## src/rtl/mips_br_pkg.sv

```systemverilog
// Shared definitions for the branch resolution unit: condition codes,
// the S2 payload record and the condition decode helper.
package mips_br_pkg;

    localparam int BR_WIDTH = 32;

    // Condition codes carried on in_ft (011 and 101 decode as always-taken)
    localparam logic [2:0] FT_NE  = 3'b000;
    localparam logic [2:0] FT_EQ  = 3'b001;
    localparam logic [2:0] FT_LT  = 3'b010;
    localparam logic [2:0] FT_GEZ = 3'b100;
    localparam logic [2:0] FT_LEZ = 3'b110;
    localparam logic [2:0] FT_GTZ = 3'b111;

    // Resolved branch as held in the output stage
    typedef struct packed {
        logic                taken;
        logic                mispredict;
        logic [BR_WIDTH-1:0] target;
        logic [BR_WIDTH-1:0] fallthrough;
    } s2_payload_t;

    // Branch condition for one code given the subtract flags
    function automatic logic cond_of(input logic [2:0] ft, input logic zero, input logic neg);
        logic res;
        res = 1'b1;
        case (ft)
            FT_EQ:   res = zero;
            FT_NE:   res = ~zero;
            FT_LT:   res = neg;
            FT_LEZ:  res = neg | zero;
            FT_GEZ:  res = ~neg;
            FT_GTZ:  res = ~neg & ~zero;
            default: res = 1'b1;
        endcase
        return res;
    endfunction

endpackage

```

## src/rtl/br_cond_eval.sv

```systemverilog
// Combinational compare: a - b flags and the selected branch condition.
module br_cond_eval
    import mips_br_pkg::*;
#(
    parameter int WIDTH = BR_WIDTH
) (
    input  logic [WIDTH-1:0] a,
    input  logic [WIDTH-1:0] b,
    input  logic [2:0]       ft,
    output logic             zero,
    output logic             overflow,
    output logic             negative,
    output logic             cond
);

    logic [WIDTH-1:0] diff;
    logic [7:0]       cond_vec;

    // Subtract and derive signed-compare flags
    always_comb begin
        diff     = a - b;
        zero     = (diff == '0);
        overflow = (a[WIDTH-1] != b[WIDTH-1]) & (diff[WIDTH-1] != a[WIDTH-1]);
        negative = diff[WIDTH-1] ^ overflow;
    end

    // Evaluate every condition code in parallel, then pick the requested one
    generate
        for (genvar gi = 0; gi < 8; gi++) begin : g_cond
            assign cond_vec[gi] = cond_of(3'(gi), zero, negative);
        end
    endgenerate

    assign cond = cond_vec[ft];

endmodule

```

## src/rtl/branch_resolve.sv

```systemverilog
// Two-stage branch resolution: S1 latches the op, S2 holds the resolved
// direction/target. Optional counters enabled by BRANCH_RESOLVE_STAT_EN.
module branch_resolve
    import mips_br_pkg::*;
#(
    parameter int WIDTH = BR_WIDTH  // payload struct is sized by BR_WIDTH
) (
    input  logic             clk,
    input  logic             rst_n,
    input  logic             in_valid,
    output logic             in_ready,
    input  logic [WIDTH-1:0] in_a,
    input  logic [WIDTH-1:0] in_b,
    input  logic [2:0]       in_ft,
    input  logic [WIDTH-1:0] in_pc,
    input  logic [WIDTH-1:0] in_offset,
    input  logic             in_pred_taken,
    input  logic             flush,
    output logic             out_valid,
    input  logic             out_ready,
    output logic             out_taken,
    output logic [WIDTH-1:0] out_target,
    output logic             redirect_valid,
    output logic [WIDTH-1:0] redirect_pc
`ifdef BRANCH_RESOLVE_STAT_EN
    ,
    output logic [31:0]      stat_branches,
    output logic [31:0]      stat_mispredicts
`endif
);

    logic             s1_valid_reg;
    logic [WIDTH-1:0] s1_a_reg;
    logic [WIDTH-1:0] s1_b_reg;
    logic [2:0]       s1_ft_reg;
    logic [WIDTH-1:0] s1_pc_reg;
    logic [WIDTH-1:0] s1_offset_reg;
    logic             s1_pred_reg;

    logic             s2_valid_reg;
    s2_payload_t      s2_reg;
    s2_payload_t      s2_next;

    logic             s2_adv;
    logic             s1_load;
    logic             s2_load;
    logic             out_xfer;

    logic             cond;
    logic             flag_zero;
    logic             flag_ovf;
    logic             flag_neg;
    logic             unused_flags;

    // Handshake and advance control; flush overrides everything
    always_comb begin
        s2_adv   = ~s2_valid_reg | out_ready;
        in_ready = (~s1_valid_reg | s2_adv) & ~flush;
        s1_load  = in_valid & in_ready;
        s2_load  = s1_valid_reg & s2_adv & ~flush;
        out_valid = s2_valid_reg & ~flush;
        out_xfer  = out_valid & out_ready;
    end

    // S1 occupancy
    always_ff @(posedge clk or negedge rst_n) begin
        if (!rst_n) begin
            s1_valid_reg <= 1'b0;
        end else if (flush) begin
            s1_valid_reg <= 1'b0;
        end else if (s1_load) begin
            s1_valid_reg <= 1'b1;
        end else if (s2_adv) begin
            s1_valid_reg <= 1'b0;
        end
    end

    // S1 payload, loaded only when an op is accepted
    always_ff @(posedge clk or negedge rst_n) begin
        if (!rst_n) begin
            s1_a_reg      <= '0;
            s1_b_reg      <= '0;
            s1_ft_reg     <= '0;
            s1_pc_reg     <= '0;
            s1_offset_reg <= '0;
            s1_pred_reg   <= 1'b0;
        end else if (s1_load) begin
            s1_a_reg      <= in_a;
            s1_b_reg      <= in_b;
            s1_ft_reg     <= in_ft;
            s1_pc_reg     <= in_pc;
            s1_offset_reg <= in_offset;
            s1_pred_reg   <= in_pred_taken;
        end
    end

    br_cond_eval #(
        .WIDTH    (WIDTH)
    ) u_cond (
        .a        (s1_a_reg),
        .b        (s1_b_reg),
        .ft       (s1_ft_reg),
        .zero     (flag_zero),
        .overflow (flag_ovf),
        .negative (flag_neg),
        .cond     (cond)
    );

    // Flags are folded into cond; kept visible for debug only
    assign unused_flags = ^{flag_zero, flag_ovf, flag_neg};

    // Resolved payload computed from the S1 contents
    always_comb begin
        s2_next             = '0;
        s2_next.taken       = cond;
        s2_next.mispredict  = cond ^ s1_pred_reg;
        s2_next.fallthrough = s1_pc_reg + WIDTH'(4);
        s2_next.target      = s1_pc_reg + WIDTH'(4) + (s1_offset_reg << 2);
    end

    // S2 occupancy
    always_ff @(posedge clk or negedge rst_n) begin
        if (!rst_n) begin
            s2_valid_reg <= 1'b0;
        end else if (flush) begin
            s2_valid_reg <= 1'b0;
        end else if (s2_adv) begin
            s2_valid_reg <= s1_valid_reg;
        end
    end

    // S2 payload, held stable while stalled
    always_ff @(posedge clk or negedge rst_n) begin
        if (!rst_n) begin
            s2_reg <= '0;
        end else if (s2_load) begin
            s2_reg <= s2_next;
        end
    end

    // Output view of the S2 stage
    always_comb begin
        out_taken      = s2_reg.taken;
        out_target     = s2_reg.target;
        redirect_valid = out_xfer & s2_reg.mispredict;
        redirect_pc    = s2_reg.taken ? s2_reg.target : s2_reg.fallthrough;
    end

`ifdef BRANCH_RESOLVE_STAT_EN
    logic [31:0] stat_branches_reg;
    logic [31:0] stat_mispredicts_reg;

    // Transfer and mispredict counters, free-running and wrapping
    always_ff @(posedge clk or negedge rst_n) begin
        if (!rst_n) begin
            stat_branches_reg    <= '0;
            stat_mispredicts_reg <= '0;
        end else begin
            if (out_xfer) begin
                stat_branches_reg <= stat_branches_reg + 32'd1;
            end
            if (redirect_valid) begin
                stat_mispredicts_reg <= stat_mispredicts_reg + 32'd1;
            end
        end
    end

    assign stat_branches    = stat_branches_reg;
    assign stat_mispredicts = stat_mispredicts_reg;
`endif

endmodule

```

## config.mk

```make
export PLATFORM = sky130hd
export DESIGN_NAME = branch_resolve
export DESIGN_NICKNAME = d
export VERILOG_FILES = /design/src/rtl/mips_br_pkg.sv /design/src/rtl/br_cond_eval.sv /design/src/rtl/branch_resolve.sv
export SDC_FILE = /design/constraint.sdc
export NUM_CORES = 1
export LEC_CHECK = 0
export CAP_MARGIN = 20
export CORE_ASPECT_RATIO = 0.9
export CORE_UTILIZATION = 30
export CTS_BUF_LIST = sky130_fd_sc_hd__clkbuf_4 sky130_fd_sc_hd__clkbuf_8
export CTS_CLUSTER_SIZE = 12
export DETAILED_ROUTE_END_ITERATION = 8
export GPL_ROUTABILITY_DRIVEN = 0
export MAX_ROUTING_LAYER = met4
export RECOVER_POWER = 25
export SLEW_MARGIN = 25
export SYNTH_ARGS = -nofsm -noshare
export SYNTH_HDL_FRONTEND = slang
export SYNTH_SLANG_ARGS = --single-unit
```

## constraint.sdc

```tcl
create_clock -name clk -period 9.6 [get_ports clk]
set_input_delay 1.44 -clock clk [delete_from_list [all_inputs] [get_ports clk]]
set_output_delay 1.44 -clock clk [all_outputs]
set_load 0.01 [all_outputs]
```

# == Word-level counts from Yosys, hierarchy flattened ==
# Index checks and enable logic that the tools add are counted.
# op_classes
n_addsub,3
n_bitwise,19
eq_ne,2
muxes,8
n_lt_le_gt_ge,1
n_reduce_logical,3
# op_table
op,n
adder 32 x 3 -> 32 bit (second input constant),1
adder 32 bit,1
zero test 32 bit,1
2-to-1 mux 32 bit,1
subtractor 32 bit,1
AND 1 bit,9
2-to-1 mux 1 bit,6
NOT 1 bit,5
less-than comparator 3 x 4 -> 1 bit (second input constant),1
binary-select mux 1 bit (select 3 bit),1
bitwise OR 1 bit,3
nonzero test 3 bit,1
inequality test 1 bit,2
nonzero test 2 bit,1
bitwise XOR 1 bit,2
# totals
in_bits,137
register_bits,198
out_inout_bits,68

# == Logic depth before layout (Yosys ltp) ==
# Gate-level depths: netlist of the first run.
# depth
word_depth,9
mapped_depth,26
depth_no_buf,25

# == By module ==
# Synthesis of the first run repeated with hierarchy kept, for this count alone.
# hier_totals
hier_cells,1305
hier_area_um2,12623.4
# modules_own_cells
mod,cells_each,instances,area_each_um2,seq_area_each_um2
branch_resolve,877,1,9851.9,4904.7
br_cond_eval,428,1,2771.4,0.0

# == Least setup slack after synthesis of the first run ==
# Ideal clock, no wire load.
# synth_timing
path_kind,register to register
from,reg s1_a_reg[20]
to,reg s2_reg[64] (netlist name)
n_path_buf,1
setup_ns,0.127
slack_ns,4.681
arrival_ns,4.792
path_stages_with_launch,25
path_cell_list,dfrtp_1 > ha_1 > buf_6 > a211oi_2 > nor2_1 > or4_1 > or3b_1 > a21oi_1 > o211a_1 > nand2_1 > a21o_1 > a21oi_1 > fa_1 > nand3_1 > a2111oi_0 > nand4_1 > a2111oi_0 > o2111ai_1 > and4b_1 > nand4_1 > a211oi_2 > nand2_1 > a211o_1 > mux2i_1 > nand3b_1
# synth_between
elab_chain_len,9
elab_cells_between_ends,12
# synth_lines
item,line_no,source
"start, declared",branch_resolve.sv:33,logic [WIDTH-1:0] s1_a_reg;
"start signal, assigned",branch_resolve.sv:88,s1_a_reg <= in_a;
subtractor 32 bit (*),br_cond_eval.sv:21,diff = a - b;
inequality test 1 bit,br_cond_eval.sv:23,overflow = (a[WIDTH-1] != b[WIDTH-1]) & (diff[WIDTH-1] != a[WIDTH-1]);
AND 1 bit,br_cond_eval.sv:23,
bitwise XOR 1 bit,br_cond_eval.sv:24,negative = diff[WIDTH-1] ^ overflow;
NOT 1 bit,"mips_br_pkg.sv:32, mips_br_pkg.sv:33",
AND 1 bit,mips_br_pkg.sv:33,FT_GTZ: res = ~neg & ~zero;
binary-select mux 1 bit (select 3 bit) (*),br_cond_eval.sv:34,assign cond = cond_vec[ft];
2-to-1 mux 1 bit (implied by the code) (*),br_cond_eval.sv:34,
bitwise XOR 1 bit (*),branch_resolve.sv:116,s2_next.mispredict = cond ^ s1_pred_reg;
"end signal, assigned",branch_resolve.sv:137,s2_reg <= s2_next;
"end, declared",branch_resolve.sv:41,s2_payload_t s2_reg;
# Mark *: on every way between the ends. The rest lies on a longest branch, timed or not. The select of a mux whose other input is x is not followed.
# A chain may end at the register's enable or synchronous reset.

==> flow_summary.json, run 1 <==
{
  "status": "finished with violations",
  "violations": "max-capacitance violations, max-slew violations",
  "routed_wl_um": 30900,
  "root_buffer": "clkbuf_8",
  "fin_crit_sh_pct": 69.3,
  "areaGrowthSynthToFinish_pct": 23.3,
  "grt_antenna_before_repair": 1,
  "cp_num_cells": 2,
  "drive_gt1_share_pct": 16.6,
  "dpl.hpwl_um": 23400,
  "tightest_slew_ns": 4.17,
  "h-tree-depth": 4,
  "dieHeight_um": 188,
  "grt_pass1_wl_um": 49200,
  "min_period_ns": 6.65,
  "setup_ws_ns": 2.95,
  "avgSynthCellArea_um2": 10.1,
  "end_kind": "async pin",
  "crit_family": "buffers and inverters",
  "fmax_ghz": 0.150,
  "dr_total_vias": 8914,
  "cts.repair_timing.setup_buffer_count": 0,
  "fin_tns_setup_ns": 0,
  "ys_top_cells_by_area": "dfrtp_1 (42%), mux2_2 (16%), ha_1 (6.6%)",
  "synth.ff_latch_count": 196,
  "start_kind": "input port",
  "nets": 1501,
  "path_max_fanout": 76,
  "synth-edff-count": 0,
  "syn_area_um2": 11500,
  "cp_cell_sequence": "clkbuf_1, clkbuf_1",
  "power.leakage_nw": 6.24,
  "p_per_area_nw_per_um2": 219,
  "crit_required_ns": 9.58,
  "min_path_cells": 2,
  "rsz0062_at_grt": "false",
  "drv_slew": 133,
  "core_um2": 37600,
  "synth_top_area_share_pct": 42.5,
  "pin_count": 205,
  "cp_common_cell": "clkbuf_1",
  "clockBufferDepth": 2,
  "cts_buffers": 17,
  "grt_overflow_total": 0,
  "ant_nets": 0,
  "fin_skew_ns": 0.0173,
  "post_cts_resized": 0,
  "clk_latency_ns": 0.49,
  "clock_sink_count": 196,
  "wl_per_cell_um": 17.2,
  "slew_headroom_pct": -178,
  "start_util_pct": 30.7,
  "grt_max_degree": 96,
  "cts_hold_buf": 0,
  "yosysMostFrequentCell": "dfrtp_1",
  "synth_flop_cell": "dfrtp_1",
  "path_class": "input port to async pin",
  "die_area_um2": 39300,
  "r2r_cells": 25,
  "place_ws_ns": 3.86,
  "worstPathArrival_ns": 6.63,
  "syn_nets": 1345,
  "drv_cap": 2,
  "async_flop_share_pct": 100,
  "cts_tree": "yes",
  "clkTransAtPathRegs_ns": 0.11,
  "grt_pass1_vias": 8947,
  "crit_path_max_incr_delay_ns": 2.87,
  "rows": 67,
  "synthTopCellsByCount": "dfrtp_1 (196), nand2_1 (171), mux2_2 (164)",
  "synthCells": 1145,
  "die_w_um": 209,
  "ir_worst_vdd_mv": 0.0895,
  "drt-vias-per-instance": 4.96,
  "yosysUniqueCellTypes": 68,
  "drc": 0,
  "final_hold_viol_count": 0,
  "first_iter_violations": 537,
  "dr.pass1.iters": 7,
  "path_buf_inv": 2,
  "slowest_stage": "clkbuf_1",
  "grt_usage_pct": 16.6,
  "portBuffers": 202,
  "hp-class": "flop to flop",
  "yosysWarningCount": 0,
  "setup_viol": 0,
  "synth_area_leader_cell": "dfrtp_1",
  "power_mw": 3.12,
  "yosysSeqAreaShare_pct": 42.5
}
==> through the flow <==
step                utilization (%)  hold slack [ns]  area [um^2]  cells
floorplan                         -            0.433        11500   1145
global placement               36.9            0.445        13800   1765
detailed placement             36.9            0.447        13800   1765
CTS                            37.9            0.484        14200   1797
global route                   37.9            0.503        14200   1798
finish                         37.9            0.480        14200   1798
==> cells by family (layout without fill, tap and decap cells) <==
family          count (synthesis)  after routing  share of synthesized area, %
fa+ha+maj                      63             63                          6.96
mux                           165            165                          16.1
xor+xnor                       63             63                          4.78
compound gates                206            206                          11.6
simple gates                  332            332                          13.1
buf+inv                       120            289                          5.01
other cells                     0              1                             0
flops                         196            196                          42.5
==> cells in the final DEF, fill, tap and decap left out, types with 5 or more instances in the layout <==
cell / count
clkbuf_8: 19
dfrtp_1: 196
buf_4: 6
o21ai_0: 48
mux2_2: 164
ha_1: 61
nand4_1: 11
o211ai_1: 5
o21bai_1: 7
and3_1: 12
nor3_1: 18
inv_1: 48
nor2b_1: 8
a21o_1: 22
a21oi_1: 58
xor2_1: 29
nor2_1: 50
xnor2_1: 34
o22ai_1: 6
nand2_1: 170
o21a_1: 5
nand3_1: 29
a31oi_1: 5
o31ai_1: 5
clkdlybuf4s50_1: 200
==> path summary, 6_finish.rpt <==
path | startpoint | to | slack, ns
worst min-delay path | s1_pc_reg[0] | out_target[0] | 0.48
worst max-delay path | rst_n | s1_offset_reg[23] | 2.95
worst min register to register | s1_pc_reg[0] | out_target[0] | 0.48
max in group clk | s1_b_reg[9] | s2_reg[64] | 3.69
worst max register to register | s1_b_reg[9] | s2_reg[64] | 3.69
min in group asynchronous | rst_n | s1_b_reg[17] | 2.40
==> where the power goes <==
group	internal [mW]	switching, mW	leakage, nW
combinational	0.712	0.718	3.68
sequential	1.00	0.133	2.35
clock	0.235	0.320	0.206
total	1.95	1.17	6.24
==> cell type report <==
type | instances | area (um^2)
Antenna cell | 1 | 2.50
Clock buffer | 22 | 284
Clock inverter | 10 | 116
Fill cell | 3770 | 23300
Inverter | 48 | 180
Multi-Input combinational cell | 829 | 6080
Sequential cell | 196 | 4900
Tap cell | 483 | 604
Timing Repair Buffer | 209 | 2060
==> routing by layer <==
| metal | track usage, % | share of wire [%] |
|---|---|---|
| met1 | 23.1 | 50 |
| met2 | 23.9 | 43 |
| met3 | 3.32 | 5.2 |
| met4 | 5.43 | 2.1 |
| met5 | - | 0 |
Note: power is estimated with default switching activity, not from simulation.
==> inputs of run 2 (changes only) <==
==> constraint.sdc (replaced) <==
create_clock -name clk -period 6.9 [get_ports clk]
set_input_delay 1.035 -clock clk [delete_from_list [all_inputs] [get_ports clk]]
set_output_delay 1.035 -clock clk [all_outputs]
set_load 0.01 [all_outputs]
==> flow_summary.json, run 2 (synthesis results as in run 1) <==
{
  "path_max_fanout": 8,
  "cp_cell_sequence": "ha_1, nand2_1, nor2_1, o311a_1, o21ai_1, a21oi_1, a21oi_1, o211a_1, nand2_1, a21o_1, a21oi_1, fa_1, nand3_1, a2111oi_0, nand4_1, a2111oi_0, o2111ai_1, and4b_1, nand4_1, a211oi_2, nand2_1, a211o_1, mux2i_1, nand3b_1",
  "dp_cells": 1765,
  "start_util_pct": 30.7,
  "drt-vias-per-instance": 4.91,
  "cts_buffers": 17,
  "path_buf_inv": 0,
  "drv_cap": 1,
  "die_w_um": 209,
  "r2r-start": "s1_a_reg[9]",
  "power_mw": 4.35,
  "slew_headroom_pct": -173,
  "worstPathArrival_ns": 6.22,
  "grt_overflow_total": 0,
  "final_hold_viol_count": 0,
  "mostFrequentLayoutCells": "clkdlybuf4s50_1 (200), dfrtp_1 (196), nand2_1 (170)",
  "clkTransAtPathRegs_ns": 0.10,
  "grt_usage_pct": 16.5,
  "fin_tns_setup_ns": 0,
  "grt_max_degree": 76,
  "fmax_ghz": 0.171,
  "final_cell_count_no_fill": 1799,
  "end_kind": "flop",
  "post_cts_resized": 0,
  "cts.repair_timing.setup_buffer_count": 0,
  "die_area_um2": 39300,
  "fin_util_pct": 37.9,
  "critPathLaunch": "s1_a_reg[9]",
  "grt_antenna_before_repair": 2,
  "root_buffer": "clkbuf_8",
  "fin_skew_ns": 0.0172,
  "ant_nets": 0,
  "grt_pass1_wl_um": 48700,
  "rrSetupSlack_ns": 1.06,
  "clock_sink_count": 196,
  "rows": 67,
  "routed_wl_um": 31000,
  "critPathCapture": "s2_reg[64]",
  "clockBufferDepth": 2,
  "ir_worst_vdd_mv": 0.124,
  "crit_required_ns": 7.28,
  "wl_per_cell_um": 17.3,
  "cts_tree": "yes",
  "min_path_cells": 2,
  "grt_pass1_vias": 8754,
  "nets": 1501,
  "nFillCells": 3710,
  "cp_num_cells": 24,
  "dr_total_vias": 8839,
  "h-tree-depth": 4,
  "crit_family": "compound AO/OA/AOI/OAI gates",
  "portBuffers": 202,
  "start_kind": "flop",
  "p_per_area_nw_per_um2": 305,
  "rsz0062_at_grt": "false",
  "placedInstanceArea_um2": 13800,
  "min_period_ns": 5.84,
  "path_class": "flop to flop",
  "status": "finished with violations",
  "fin_crit_sh_pct": 84.7,
  "cts_hold_buf": 0,
  "clk_latency_ns": 0.50,
  "tightest_slew_ns": 4.10,
  "areaGrowthSynthToFinish_pct": 23.5,
  "violations": "max-capacitance violations, max-slew violations",
  "hp-class": "flop to flop",
  "drive_gt1_share_pct": 16.7,
  "slowest_stage": "fa_1",
  "core_um2": 37600,
  "setup_viol": 0,
  "hp-start": "s1_pc_reg[1]",
  "first_iter_violations": 653,
  "layout_commonest_cell": "clkdlybuf4s50_1",
  "fin_area_um2": 14300,
  "r2r_cells": 24,
  "drc": 0,
  "power.leakage_nw": 6.24,
  "worst_r2r_endpoint": "s2_reg[64]",
  "crit_path_max_incr_delay_ns": 0.49,
  "dieHeight_um": 188,
  "dr.pass1.iters": 6,
  "drv_slew": 76,
  "pin_count": 205,
  "dpl.hpwl_um": 23700
}
run 2: cell types whose count changed in the layout (fill, tap and decap cells not counted), moves of 2 or more:
| cell | before | now |
|---|---|---|
| inv_8 | 0 | 3 |
| clkinv_8 | 1 | 3 |
| clkbuf_4 | 3 | 0 |
| inv_6 | 4 | 2 |
run 2: metrics by stage:
step	setup slack, ns	hold WS, ns
global placement	1.36	0.444
finish	1.06	0.466
detailed placement	1.39	0.443
global route	0.700	0.482
CTS	1.32	0.470
floorplan	1.98	0.433
run 2: layout make-up:
cell class                 count  area [um^2]  share of cell area (%)
multi-input combinational    829         6080                    42.6
sequential                   196         4900                    34.4
timing repair buffer         209         2070                    14.5
tap                          483          604                    4.24
clock buffer                  18          248                    1.74
inverter                      48          180                    1.26
clock inverter                14          169                    1.19
antenna                        2         5.00                  0.0351
run 2: how the worst min path moves through the flow:
stage	end	slack, ns
2_1_floorplan	out_target[0]	0.43
3_3_place_gp	out_target[0]	0.44
3_5_place_dp	out_target[1]	0.44
4_1_cts	out_target[1]	0.47
5_1_grt	out_target[1]	0.48
6_report	out_target[1]	0.47
run 2: where the power goes:
| group | internal (mW) | switching [mW] | leakage (nW) |
|---|---|---|---|
| clock network | 0.314 | 0.470 | 0.208 |
| logic | 0.989 | 0.994 | 3.68 |
| registers | 1.39 | 0.189 | 2.35 |
run 2: layer usage:
metal	GRT usage, %	routed length [um]	vias up
met5	-	0	-
met4	4.84	653	0
met2	24.2	13600	244
li1	-	-	4333
met1	22.7	15200	4228
met3	3.60	1630	34
run 2: worst reg2reg max path, cell delays in order, from the launching register on:
cell and delay [ns]:
dfrtp_1 0.40, ha_1 0.43, nand2_1 0.17, nor2_1 0.26, o311a_1 0.26, o21ai_1 0.14, a21oi_1 0.34, a21oi_1 0.15
o211a_1 0.31, nand2_1 0.09, a21o_1 0.11, a21oi_1 0.07, fa_1 0.49, nand3_1 0.07, a2111oi_0 0.30, nand4_1 0.15
a2111oi_0 0.39, o2111ai_1 0.21, and4b_1 0.29, nand4_1 0.11, a211oi_2 0.24, nand2_1 0.13, a211o_1 0.35, mux2i_1 0.12
nand3b_1 0.15
